<file path="src/rtl/csa_pkg.sv">
// csa_pkg: shared mode encoding and pipeline depth helper for the carry-skip adder
package csa_pkg;

    typedef enum logic {ADD = 1'b0, SUB = 1'b1} mode_e;

    function automatic int nblk(int width, int block);
        return width / block;
    endfunction

endpackage

</file>
<file path="src/rtl/csa_pipe_adder_if.sv">
// csa_pipe_adder_if: valid/ready operand and result streams of the pipelined adder
interface csa_pipe_adder_if #(parameter int WIDTH = 32) ();

    logic             in_valid, in_ready, cin, sub;
    logic [WIDTH-1:0] op1, op2;
    logic             out_valid, out_ready, cout, ovf;
    logic [WIDTH-1:0] sum;

    modport master (output in_valid, op1, op2, cin, sub, out_ready,
                    input  in_ready, out_valid, sum, cout, ovf);
    modport slave  (input  in_valid, op1, op2, cin, sub, out_ready,
                    output in_ready, out_valid, sum, cout, ovf);

endinterface

</file>
<file path="src/rtl/csa_skip_block.sv">
// csa_skip_block: one BLOCK-bit ripple segment whose carry out bypasses the ripple when all bits propagate
module csa_skip_block #(parameter int BLOCK = 8) (
    input  logic [BLOCK-1:0] a,
    input  logic [BLOCK-1:0] b,
    input  logic             c_in,
    output logic [BLOCK-1:0] s,
    output logic             c_out,
    output logic             c_msb
);

    logic [BLOCK-1:0] g, p;
    logic [BLOCK:0]   c;

    assign g = a & b;
    assign p = a ^ b;

    always_comb begin
        c = '0;
        c[0] = c_in;
        for (int i = 0; i < BLOCK; i++) c[i+1] = g[i] | (p[i] & c[i]);
    end

    assign s     = p ^ c[BLOCK-1:0];
    assign c_out = (&p) ? c_in : c[BLOCK];
    assign c_msb = c[BLOCK-1];

endmodule

</file>
<file path="src/rtl/csa_pipe_adder.sv">
// csa_pipe_adder: pipelined carry-skip add/sub, one BLOCK-bit slice resolved per stage, bubble-collapsing valid/ready
module csa_pipe_adder
    import csa_pkg::*;
#(
    parameter int WIDTH = 32,
    parameter int BLOCK = 8
) (
    input logic              clk,
    input logic              rst_n,
    csa_pipe_adder_if.slave  io
);

    localparam int NBLK = nblk(WIDTH, BLOCK);

    if (WIDTH % BLOCK != 0 || BLOCK < 2) begin : g_bad
        $error("csa_pipe_adder: WIDTH must be a multiple of BLOCK and BLOCK >= 2");
    end

    // ra holds {resolved sum, unresolved a} rotated so the next block always sits in the low bits
    logic [WIDTH-1:0]            ra [NBLK];
    logic [WIDTH-1:0]            rb [NBLK];
    logic [NBLK-1:0]             v, rc;
    logic                        rm;
    logic [WIDTH-1:0]            ai [NBLK];
    logic [WIDTH-1:0]            bi [NBLK];
    logic [NBLK-1:0]             ci, vi, en, co, cm;
    logic [NBLK-1:0][BLOCK-1:0]  s;
    logic                        unused_ok;

    always_comb begin
        ai[0] = io.op1;
        bi[0] = (mode_e'(io.sub) == SUB) ? ~io.op2 : io.op2;
        ci[0] = (mode_e'(io.sub) == SUB) ? 1'b1 : io.cin;
        vi[0] = io.in_valid;
        for (int k = 1; k < NBLK; k++) begin
            ai[k] = ra[k-1];
            bi[k] = rb[k-1];
            ci[k] = rc[k-1];
            vi[k] = v[k-1];
        end
        for (int k = 0; k < NBLK; k++) en[k] = io.out_ready | ~&(v | NBLK'((1 << k) - 1));
    end

    for (genvar k = 0; k < NBLK; k++) begin : g_blk
        csa_skip_block #(.BLOCK(BLOCK)) u_blk (
            .a     (ai[k][BLOCK-1:0]),
            .b     (bi[k][BLOCK-1:0]),
            .c_in  (ci[k]),
            .s     (s[k]),
            .c_out (co[k]),
            .c_msb (cm[k])
        );
    end

    always_ff @(posedge clk or negedge rst_n) begin
        if (!rst_n) begin
            v  <= '0;
            rc <= '0;
            rm <= 1'b0;
            for (int k = 0; k < NBLK; k++) begin
                ra[k] <= '0;
                rb[k] <= '0;
            end
        end else begin
            for (int k = 0; k < NBLK; k++) begin
                if (en[k]) v[k] <= vi[k];
                if (en[k] && vi[k]) begin
                    ra[k] <= (WIDTH'(s[k]) << (WIDTH - BLOCK)) | (ai[k] >> BLOCK);
                    rb[k] <= bi[k] >> BLOCK;
                    rc[k] <= co[k];
                end
            end
            if (en[NBLK-1] && vi[NBLK-1]) rm <= cm[NBLK-1];
        end
    end

    assign io.in_ready  = en[0];
    assign io.out_valid = v[NBLK-1];
    assign io.sum       = ra[NBLK-1];
    assign io.cout      = rc[NBLK-1];
    assign io.ovf       = rm ^ rc[NBLK-1];
    assign unused_ok    = ^{rb[NBLK-1], cm};

endmodule
</file>
<file path="src/flat_wrapper.sv">
// flat-port wrapper written by rule: the top's interface ports become plain ports
module csa_pipe_adder_flat import csa_pkg::*;
#(
    parameter int WIDTH = 32,
    parameter int BLOCK = 8
)
  (clk, rst_n, io_in_valid, io_op1, io_op2, io_cin, io_sub, io_out_ready, io_in_ready, io_out_valid, io_sum, io_cout, io_ovf);
  csa_pipe_adder_if #(.WIDTH(WIDTH)) io_i ();
  input logic clk;
  input logic rst_n;
  input wire logic [$bits(io_i.in_valid)-1:0] io_in_valid;
  input wire logic [$bits(io_i.op1)-1:0] io_op1;
  input wire logic [$bits(io_i.op2)-1:0] io_op2;
  input wire logic [$bits(io_i.cin)-1:0] io_cin;
  input wire logic [$bits(io_i.sub)-1:0] io_sub;
  input wire logic [$bits(io_i.out_ready)-1:0] io_out_ready;
  output wire logic [$bits(io_i.in_ready)-1:0] io_in_ready;
  output wire logic [$bits(io_i.out_valid)-1:0] io_out_valid;
  output wire logic [$bits(io_i.sum)-1:0] io_sum;
  output wire logic [$bits(io_i.cout)-1:0] io_cout;
  output wire logic [$bits(io_i.ovf)-1:0] io_ovf;
  assign io_i.in_valid = io_in_valid;
  assign io_i.op1 = io_op1;
  assign io_i.op2 = io_op2;
  assign io_i.cin = io_cin;
  assign io_i.sub = io_sub;
  assign io_i.out_ready = io_out_ready;
  assign io_in_ready = io_i.in_ready;
  assign io_out_valid = io_i.out_valid;
  assign io_sum = io_i.sum;
  assign io_cout = io_i.cout;
  assign io_ovf = io_i.ovf;
  csa_pipe_adder #(.WIDTH(WIDTH), .BLOCK(BLOCK)) u_core (.clk(clk), .rst_n(rst_n), .io(io_i));
endmodule
</file>
<file path="config.mk">
export PLATFORM = sky130hd
export DESIGN_NAME = csa_pipe_adder_flat
export DESIGN_NICKNAME = d
export VERILOG_FILES = /design/src/rtl/csa_pkg.sv /design/src/rtl/csa_pipe_adder_if.sv /design/src/rtl/csa_skip_block.sv /design/src/rtl/csa_pipe_adder.sv /design/src/flat_wrapper.sv
export SDC_FILE = /design/constraint.sdc
export NUM_CORES = 1
export LEC_CHECK = 0
export CAP_MARGIN = 20
export CORE_ASPECT_RATIO = 0.9
export CORE_MARGIN = 2
export CORE_UTILIZATION = 56
export DETAILED_ROUTE_END_ITERATION = 8
export PLACE_DENSITY = 0.8
export SLEW_MARGIN = 20
export SYNTH_ARGS = -nofsm -noshare
export SYNTH_HDL_FRONTEND = slang
export SYNTH_SLANG_ARGS = --single-unit
</file>
<file path="constraint.sdc">
create_clock -name clk -period 5.1 [get_ports clk]
set_clock_uncertainty 0.05 [all_clocks]
set_input_delay 0.765 -clock clk [delete_from_list [all_inputs] [get_ports clk]]
set_output_delay 0.765 -clock clk [all_outputs]
set_load 0.02 [all_outputs]
</file>
==> run metrics <==
status completed; compound-cell area share of the yosys netlist 0.0276; RSZ-0062 raised after global routing false; critical path class input pin to register; Tmin final 4.97 ns; FFs w/ async S/R, synth 1.00; Die Y-Extent 120 um; GP Congestion 0.889; cell area after layout 10300 um2; Buf/Inv on CP 3; syn nets 731; area leader, netlist dfrtp_1; # fillers 999; Ys Warns 0; Total Routed Length 14700 um; Die X 133 um; clock latency on the worst-skew pair 0.42 ns; #FFs+latches synth 185; Reg clk slew, reported paths 0.06 ns; Mapped Area 8430 um2; Antenna diodes 0; Reg2Reg Launch Point u_core.rc[2]; CP arrival 5.23 ns; post-route ant nets 0; core area 14700 um2; Data required, critical path 5.35 ns; grt ovf 0; Initial DRC Count 182; share of layout cells above drive strength 1 0.259; synth top area cells dfrtp_1 (55%), mux2_2 (18%), fa_1 (7.6%), ha_1 (4.7%), xnor2_1 (2.3%); post-synthesis xor/xnor area fraction 0.0343; Post-CTS Repair Setup Buffers 0; Crit. End Element register; r2r worst-path depth 13; sequential-to-total area share from yosys stat 0.549; r2r endpoint u_core.io.sum[31]; leakage 4.53 nW; Final Hold Fails 0; Layout Area Growth over Synthesis 21.6%; most used cell, CP fa_1; mux cell area share after synthesis 0.191; largest family of logic cells by synthesized area multiplexers; die area 16100 um2; first-pass GRT wire length 25300 um; initial antenna violation count 0; Critical Path Source Type input pin; maximum clock rate 201 MHz; Yosys cell types 28; CP max stage delay 0.47 ns; post-synthesis cell count 597; IO buf count 105; DP Area 9630 um2; H-tree levels 4; root buffer cell clkbuf_16; Crit path max-delay family adder cells; post-layout util 0.697; Slew Limit Headroom 0.488; CTS Buf Count 17; maximum VDD drop 0.285 mV; Mapped Avg Cell Area 14.1 um2; crit-path max FO 2; clk sinks 185; nets 839; synth cell count leaders dfrtp_1 (185), mux2_2 (138), nand2_1 (41), inv_1 (38), o21ai_0 (36); number of max-cap violations 0; post-route DRC violation count 0; GRT Overall Usage 0.204; Worst path slowest cell clkdlybuf4s50_1; vias 4661; count leader, synth dfrtp_1; setup slack, reg-to-reg 0.80 ns; Ports 106; Post-Synth Simple-Gate Area 0.0361; hpwl dp 10500 um; final slew viol count 0; Initial Util 0.573; Post-CTS Resized 0; Synth top area share 0.549; Post-synth EDFFs 0; Core Rows 42; CTS tree yes; Slew @ Worst Pin 0.768 ns; Main synth FF type dfrtp_1; vias per cell 5.09; Hold/Removal Path Class input pin to async pin; Final period util 0.975; DR WL/cell 16.1 um; PwrDens 520 nW/um2; vias in the first global route 5089; # hold bufs at CTS 0; critical-path cell list clkdlybuf4s50_1, xor2_1, inv_1, fa_1, fa_1, fa_1, fa_1, fa_1, fa_1, fa_1, inv_1, fa_1, mux2_2; setup violators final 0; largest net degree at the start of global routing 102; maximum clock path buffer count 2; DRT Pass-1 Iters 4; post-synthesis adder-cell area fraction 0.123
where the power goes:
part / switching [mW] / leakage (nW) / internal (mW)
logic: 0.744 / 2.03 / 0.927
clock network: 0.534 / 0.295 / 0.809
registers: 0.333 / 2.20 / 1.99
total: 1.61 / 4.53 / 3.72
metal layers:
layer / vias to the layer above / global-route usage / part of all wire
met5: - / 0 / 0
met3: 26 / 0.0470 / 0.034
li1: 2199 / - / -
met2: 86 / 0.349 / 0.50
met1: 2350 / 0.260 / 0.44
met4: 0 / 0.0638 / 0.017
layout make-up:
| class | count | area (um2) | area share |
|---|---|---|---|
| Timing Repair Buffer | 115 | 1130 | 0.111 |
| Clock inverter | 11 | 145 | 0.0142 |
| Clock buffer | 21 | 470 | 0.0459 |
| Inverter | 38 | 143 | 0.0139 |
| Multi-Input combinational cell | 348 | 3480 | 0.340 |
| Sequential cell | 185 | 4630 | 0.452 |
| Tap cell | 198 | 248 | 0.0242 |
stage by stage:
stage          setup WS (ns)  TNS, ns  power [mW]  hold WS (ns)  std cells
6_report               0.127        0        5.33         0.318        916
5_1_grt               0.0341        0        5.69         0.385        916
4_1_cts                0.125        0        5.40         0.355        916
3_5_place_dp          -0.325   -0.400        4.05         0.418        884
3_3_place_gp          -0.178   -0.178        3.94         0.407        884
2_1_floorplan        0.00886        0        3.36         0.395        597
cells by family after synthesis:
kind of cell,after synthesis
DFF,185
muxes,143
and+or+nand+nor,65
buffers and inverters,64
adders and majority gates,64
AOI/OAI and AO/OA,43
xor gates and xnor gates,33
flip-flops by register name (all words and copies together) (netlist names):
name,flops
u_core.ai,96
u_core.bi,48
u_core.io.sum,32
u_core.rc,4
u_core.v,4
u_core.rm,1
how the worst max path moves through the flow:
stage | startpoint | slack [ns] | depth (start not counted) | endpoint
2_1_floorplan | io_sub | 0.009 | 14 | u_core.ai[95]
3_3_place_gp | io_op2[0] | -0.18 | 13 | u_core.ai[95]
3_5_place_dp | io_op2[0] | -0.32 | 13 | u_core.ai[95]
4_1_cts | io_op2[0] | 0.13 | 13 | u_core.ai[95]
5_1_grt | io_op2[0] | 0.03 | 13 | u_core.ai[95]
6_report | io_op2[0] | 0.13 | 13 | u_core.ai[95]
cells in the final DEF, fill, tap and decap left out, types with 4 or more instances in the layout:
cell and count:
nand2_1 40, mux2_2 138, dfrtp_1 185, nand2b_1 4, o21ai_0 36, nor2_1 7
xnor2_1 22, xor2_1 11, clkdlybuf4s50_1 103, ha_1 32, clkbuf_16 17, buf_4 9
inv_1 38, nand4_1 8, fa_1 32
Power figures use the tool's default switching activity.
==> RTL edit 1 (same settings) <==
`BLOCK` is set to 8 in 3 places; all go to 4.
--- a/src/rtl/csa_skip_block.sv
+++ b/src/rtl/csa_skip_block.sv
@@ -1,5 +1,5 @@
 // csa_skip_block: one BLOCK-bit ripple segment whose carry out bypasses the ripple when all bits propagate
-module csa_skip_block #(parameter int BLOCK = 8) (
+module csa_skip_block #(parameter int BLOCK = 4) (
     input  logic [BLOCK-1:0] a,
     input  logic [BLOCK-1:0] b,
     input  logic             c_in,
--- a/src/rtl/csa_pipe_adder.sv
+++ b/src/rtl/csa_pipe_adder.sv
@@ -3,7 +3,7 @@
     import csa_pkg::*;
 #(
     parameter int WIDTH = 32,
-    parameter int BLOCK = 8
+    parameter int BLOCK = 4
 ) (
     input logic              clk,
     input logic              rst_n,
--- a/src/flat_wrapper.sv
+++ b/src/flat_wrapper.sv
@@ -2,7 +2,7 @@
 module csa_pipe_adder_flat import csa_pkg::*;
 #(
     parameter int WIDTH = 32,
-    parameter int BLOCK = 8
+    parameter int BLOCK = 4
 )
   (clk, rst_n, io_in_valid, io_op1, io_op2, io_cin, io_sub, io_out_ready, io_in_ready, io_out_valid, io_sum, io_cout, io_ovf);
   csa_pipe_adder_if #(.WIDTH(WIDTH)) io_i ();
Function: changed (Yosys sat finds a counterexample within 10 cycles, from zero or initial values and one cycle with rst_n low).
==> RTL edit 1 against the unedited design <==
Total power up 110%; synthesized cell count up 71%; routed wire length up 81%; area after synthesis up 91%; largest power group unchanged; sequential cell count up 200; critical path depth down 8; hold slack worse by 0.060 ns; setup slack better by 1.6 ns; cell area up 83%; final cell count up 66%; non-clock buffer count up 4; via count up 74%.
==> RTL edit 1: results (changes against the unedited design) <==
- The run finished with clean final reports.
- The routed wire length per instance was 17.49 µm (+8.9%).
- The commonest cells after synthesis are 385 x dfrtp_1, 337 x mux2_2, 73 x inv_1.
- The number of global-route vias before repair is 8596 (+69%).
- The peak supply drop is 0.0002587 V (-9.2%).
- The number of fill cells in the layout is 1955 (+96%).
- The largest fanout on the critical path came to 8 (+6).
- The half-perimeter wire length of the detailed placement result came to 17170 µm (+63%).
- The cell area power density is 598.0 nW/µm² (+15%).
- The cell area reported after detailed placement is 17480 µm² (+81%).
- The relative area of clock buffers and inverters in the final design is 7.091% (+1.1 points).
- The met2 global-route usage is 30.16% (-4.8 points).
- The slew of the pin with the lowest slew margin is 0.9313 ns (+0.1637 ns).
- The cell family contributing the most delay on the critical path is buffers and inverters.
- The number of instances in the synthesized netlist is 1021 (+71%).
- The number of cells after detailed placement is 1458 (+65%).
- The endpoint arrival time on the critical path is 2.55 ns (-2.68 ns).
- The non-clock buffer instance count of the final layout is 119 (+3.5%).
- The number of nets produced by synthesis is 1155 (+58%).
- The sequential share of power is 45.2% (+1.7 points).
- The number of non-clock inverters is 73 (+92%).
- The synthesis-stage register bit count is 385 (+110%).
- The flip-flop count of the largest register, all copies and words added was 224 (+130%).
- The count of multi-input gates is 521 (+50%).
- The number of nets in the layout is 1273 (+52%).
- The met3 global-route usage is 2.602% (-2.1 points).
- The total wire length after detailed routing was 26670 µm (+81%).
- The total chip power is 11.25 mW (+110%).
- The internal power contribution is 7.989 mW (+110%).
- The routability congestion estimate from global placement came to 0.7369 (-17%).
- The met1 usage in global routing is 27.10% (+1.1 points).
- The TritonCTS buffer count is 39 (+22).
- The clock latency reported for the late side of the worst-skew pair was 0.52 ns (+0.10 ns).
- The setup slack at placement is 1.651 ns (+1.976 ns).
- The total area of sequential cells is 9634 µm² (+110%).
- The layout clock buffer count came to 53 (+150%).
- The area used by multi-input combinational logic came to 5924 µm² (+70%).
- The overall routing resource usage was 18.81% (-1.6 points).
- The share of power burned in the clock network was 26.2% (+1.0 points).
- The pin count of the biggest net entering global routing is 112 (+9.8%).
- The worst-case clock buffer depth is 3 (+1).
- The number of levels the H-tree was split into is 2 (-2).
- The sequential cell area fraction in the yosys report is 59.80% (+4.9 points).
- By area the synthesized netlist is led by dfrtp_1 60%, mux2_2 24%, fa_1 4.0%, ha_1 2.5%, inv_1 1.7%.
- The fraction of final layout cells sized beyond drive strength 1 came to 36.14% (+10 points).
- The delay of the slowest cell on the worst path is 0.57 ns (+0.10 ns).
- The library cell used as clock root buffer is clkbuf_16.
- The distinct cell type count after synthesis was 32 (+14%).
- The vias per cell is 5.323 (+4.6%).
- The detailed router's first-iteration violation count is 418 (+130%).
- The leakage power summed over all cells came to 8.353 nW (+84%).
-- RTL edit 1: metal layers --
layer	vias up	wire [µm]
met3	44	831
met2	135	12480
met5	-	0
met1	4229	12730
li1	3710	-
met4	0	622
-- RTL edit 1: kinds of logic after synthesis --
group / synth area share, %
multiplexers: 26.37
adder cells (fa/ha/maj): 6.462
AND/OR/NAND/NOR: 1.056
AO/OA/AOI/OAI: 0.9475
XOR/XNOR: 1.794
flip-flops: 59.80
buffers and inverters: 3.573
-- RTL edit 1: worst paths after layout --
check / startpoint / end / slack, ns / depth (start not counted)
worst min register to register: u_core.ai[102] / u_core.ai[102] / 0.44 / 1
max in group asynchronous: rst_n / u_core.ai[126] / 3.68 / 2
min in group clk: u_core.ai[102] / u_core.ai[102] / 0.44 / 1
worst min-delay path: rst_n / u_core.io.sum[18] / 0.26 / 1
worst max-delay path: io_out_ready / io_in_ready / 1.73 / 5
worst max register to register: u_core.v[7] / u_core.ai[114] / 2.58 / 4
==> RTL edit 2 (same settings) <==
Without the edit above. Reset style: synchronous (`rst_n`), changed in one clocked block.
--- a/src/rtl/csa_pipe_adder.sv
+++ b/src/rtl/csa_pipe_adder.sv
@@ -52,7 +52,7 @@
         );
     end
 
-    always_ff @(posedge clk or negedge rst_n) begin
+    always_ff @(posedge clk) begin
         if (!rst_n) begin
             v  <= '0;
             rc <= '0;
Behaviour: differs if rst_n is asserted again (counterexample within 10 cycles, from zero or initial values and one cycle with rst_n low); with rst_n held inactive, the same outputs for 10 cycles.
==> RTL edit 2 against the unedited design <==
First-iteration DRC count rose by 16%; sequential cell count is the same; synthesized cell count shrank 4.2%; routed wire length fell by 18%; setup slack improved by 0.37 ns; cell area fell by 0.13%; via count shrank 10%; area after synthesis is 0.68% higher; global-route usage down 3.9 points; critical path type unchanged; critical endpoint is now u_core.ra[0][31].
Power is not compared: it rests on default switching activity, and its combinational part moved more than twofold at a synthesized area within 25%.
==> RTL edit 2: results (changes against the unedited design) <==
- The flow ran to the end, and the final reports show no timing, DRC or antenna violations.
- The number of cells after detailed placement is 853 (-3.5%).
- The number of nets produced by synthesis is 706 (-3.4%).
- The global-route wire length before repair is 20220 µm (-20%).
- The number of enable flip-flop cells after synthesis was 176 (+176).
- The endpoint arrival time on the critical path is 4.73 ns (-0.50 ns).
- The distinct cell type count after synthesis came to 33 (+18%).
- The post-route worst hold slack is 0.4632 ns (+0.1455 ns).
- The number of nets in the layout came to 808 (-3.7%).
- The final critical-path required period is 4.600 ns (-0.3722 ns).
- Ranked by total cell area, the synthesized netlist is headed by edfxtp_1 62%, and2_1 9.0%, fa_1 7.5%, ha_1 4.7%, xnor2_1 2.5%.
- The cell area reported after detailed placement is 9642 µm² (+0.10%).
- The relative area of clock buffers and inverters in the final design is 5.682% (-0.32 points).
- The pin count of the biggest net entering global routing came to 57 (-44%).
- The area used by multi-input combinational logic is 2739 µm² (-21%).
- The area inside the core boundary is 14770 µm² (+0.36%).
- The number of warnings printed during yosys synthesis came to 0 (unchanged).
- By count the netlist is led by 176 x edfxtp_1, 122 x and2_1, 38 x inv_1, 38 x nor2_1.
- The number of instances in the synthesized netlist is 572 (-4.2%).
- The total number of clock tree sinks is 185 (unchanged).
- The setup slack at placement was 0.03786 ns (+0.3625 ns).
- The total chip power is 3.353 mW.
- The number of antenna violations at the first check in global routing is 0 (unchanged).
- The layout clock buffer count is 17 (-19%).
- The share of async-settable or async-resettable flops after synthesis is 0% (-100 points).
- The number of global-route vias before repair is 4301 (-15%).
- The non-clock buffer instance count of the final layout is 107 (-7.0%).
- The fraction of final layout cells sized beyond drive strength 1 was 9.316% (-17 points).
- The sequential cell area fraction in the yosys report was 64.37% (+9.5 points).
- The total wire length after detailed routing came to 12080 µm (-18%).
- The slew of the pin with the lowest slew margin came to 0.9053 ns (+0.1378 ns).
- The overall routing resource usage is 16.45% (-3.9 points).
- The register-to-register path setup slack is 0.80 ns (about the same).
- The count of multi-input gates is 325 (-6.6%).
- The half-perimeter wire length of the detailed placement result is 8663 µm (-18%).
- The vias per cell is 4.734 (-7.0%).
- The final cell count without fillers is 885 (-3.4%).
- The non-clock buffering overhead in the final layout is 10.36% (-0.71 points).
-- RTL edit 2: logic make-up (layout without fill, tap and decap cells) --
logic type	after synthesis	in the layout	synth area share, %
buf+inv	62	177	3.566
fa+ha+maj	64	64	12.26
flops	185	185	64.37
mux	2	2	0.2358
simple gates	214	214	15.15
xor+xnor	33	33	3.404
compound gates	12	12	1.017
-- RTL edit 2: per-layer routing --
metal  part of all wire [%]  track usage, %
met5                      0               0
met2                     49           26.31
met4                    2.3           7.713
met3                    4.8           4.403
met1                     43           21.18
-- RTL edit 2: worst paths after layout --
check                   startpoint                to  cells after the start
setup / recovery         io_op2[0]  u_core.ra[0][31]                     13
hold / removal        u_core.rc[0]      u_core.rc[0]                      1
setup reg to reg  u_core.ra[0][32]  u_core.ra[0][95]                     12
hold reg to reg       u_core.rc[0]      u_core.rc[0]                      1
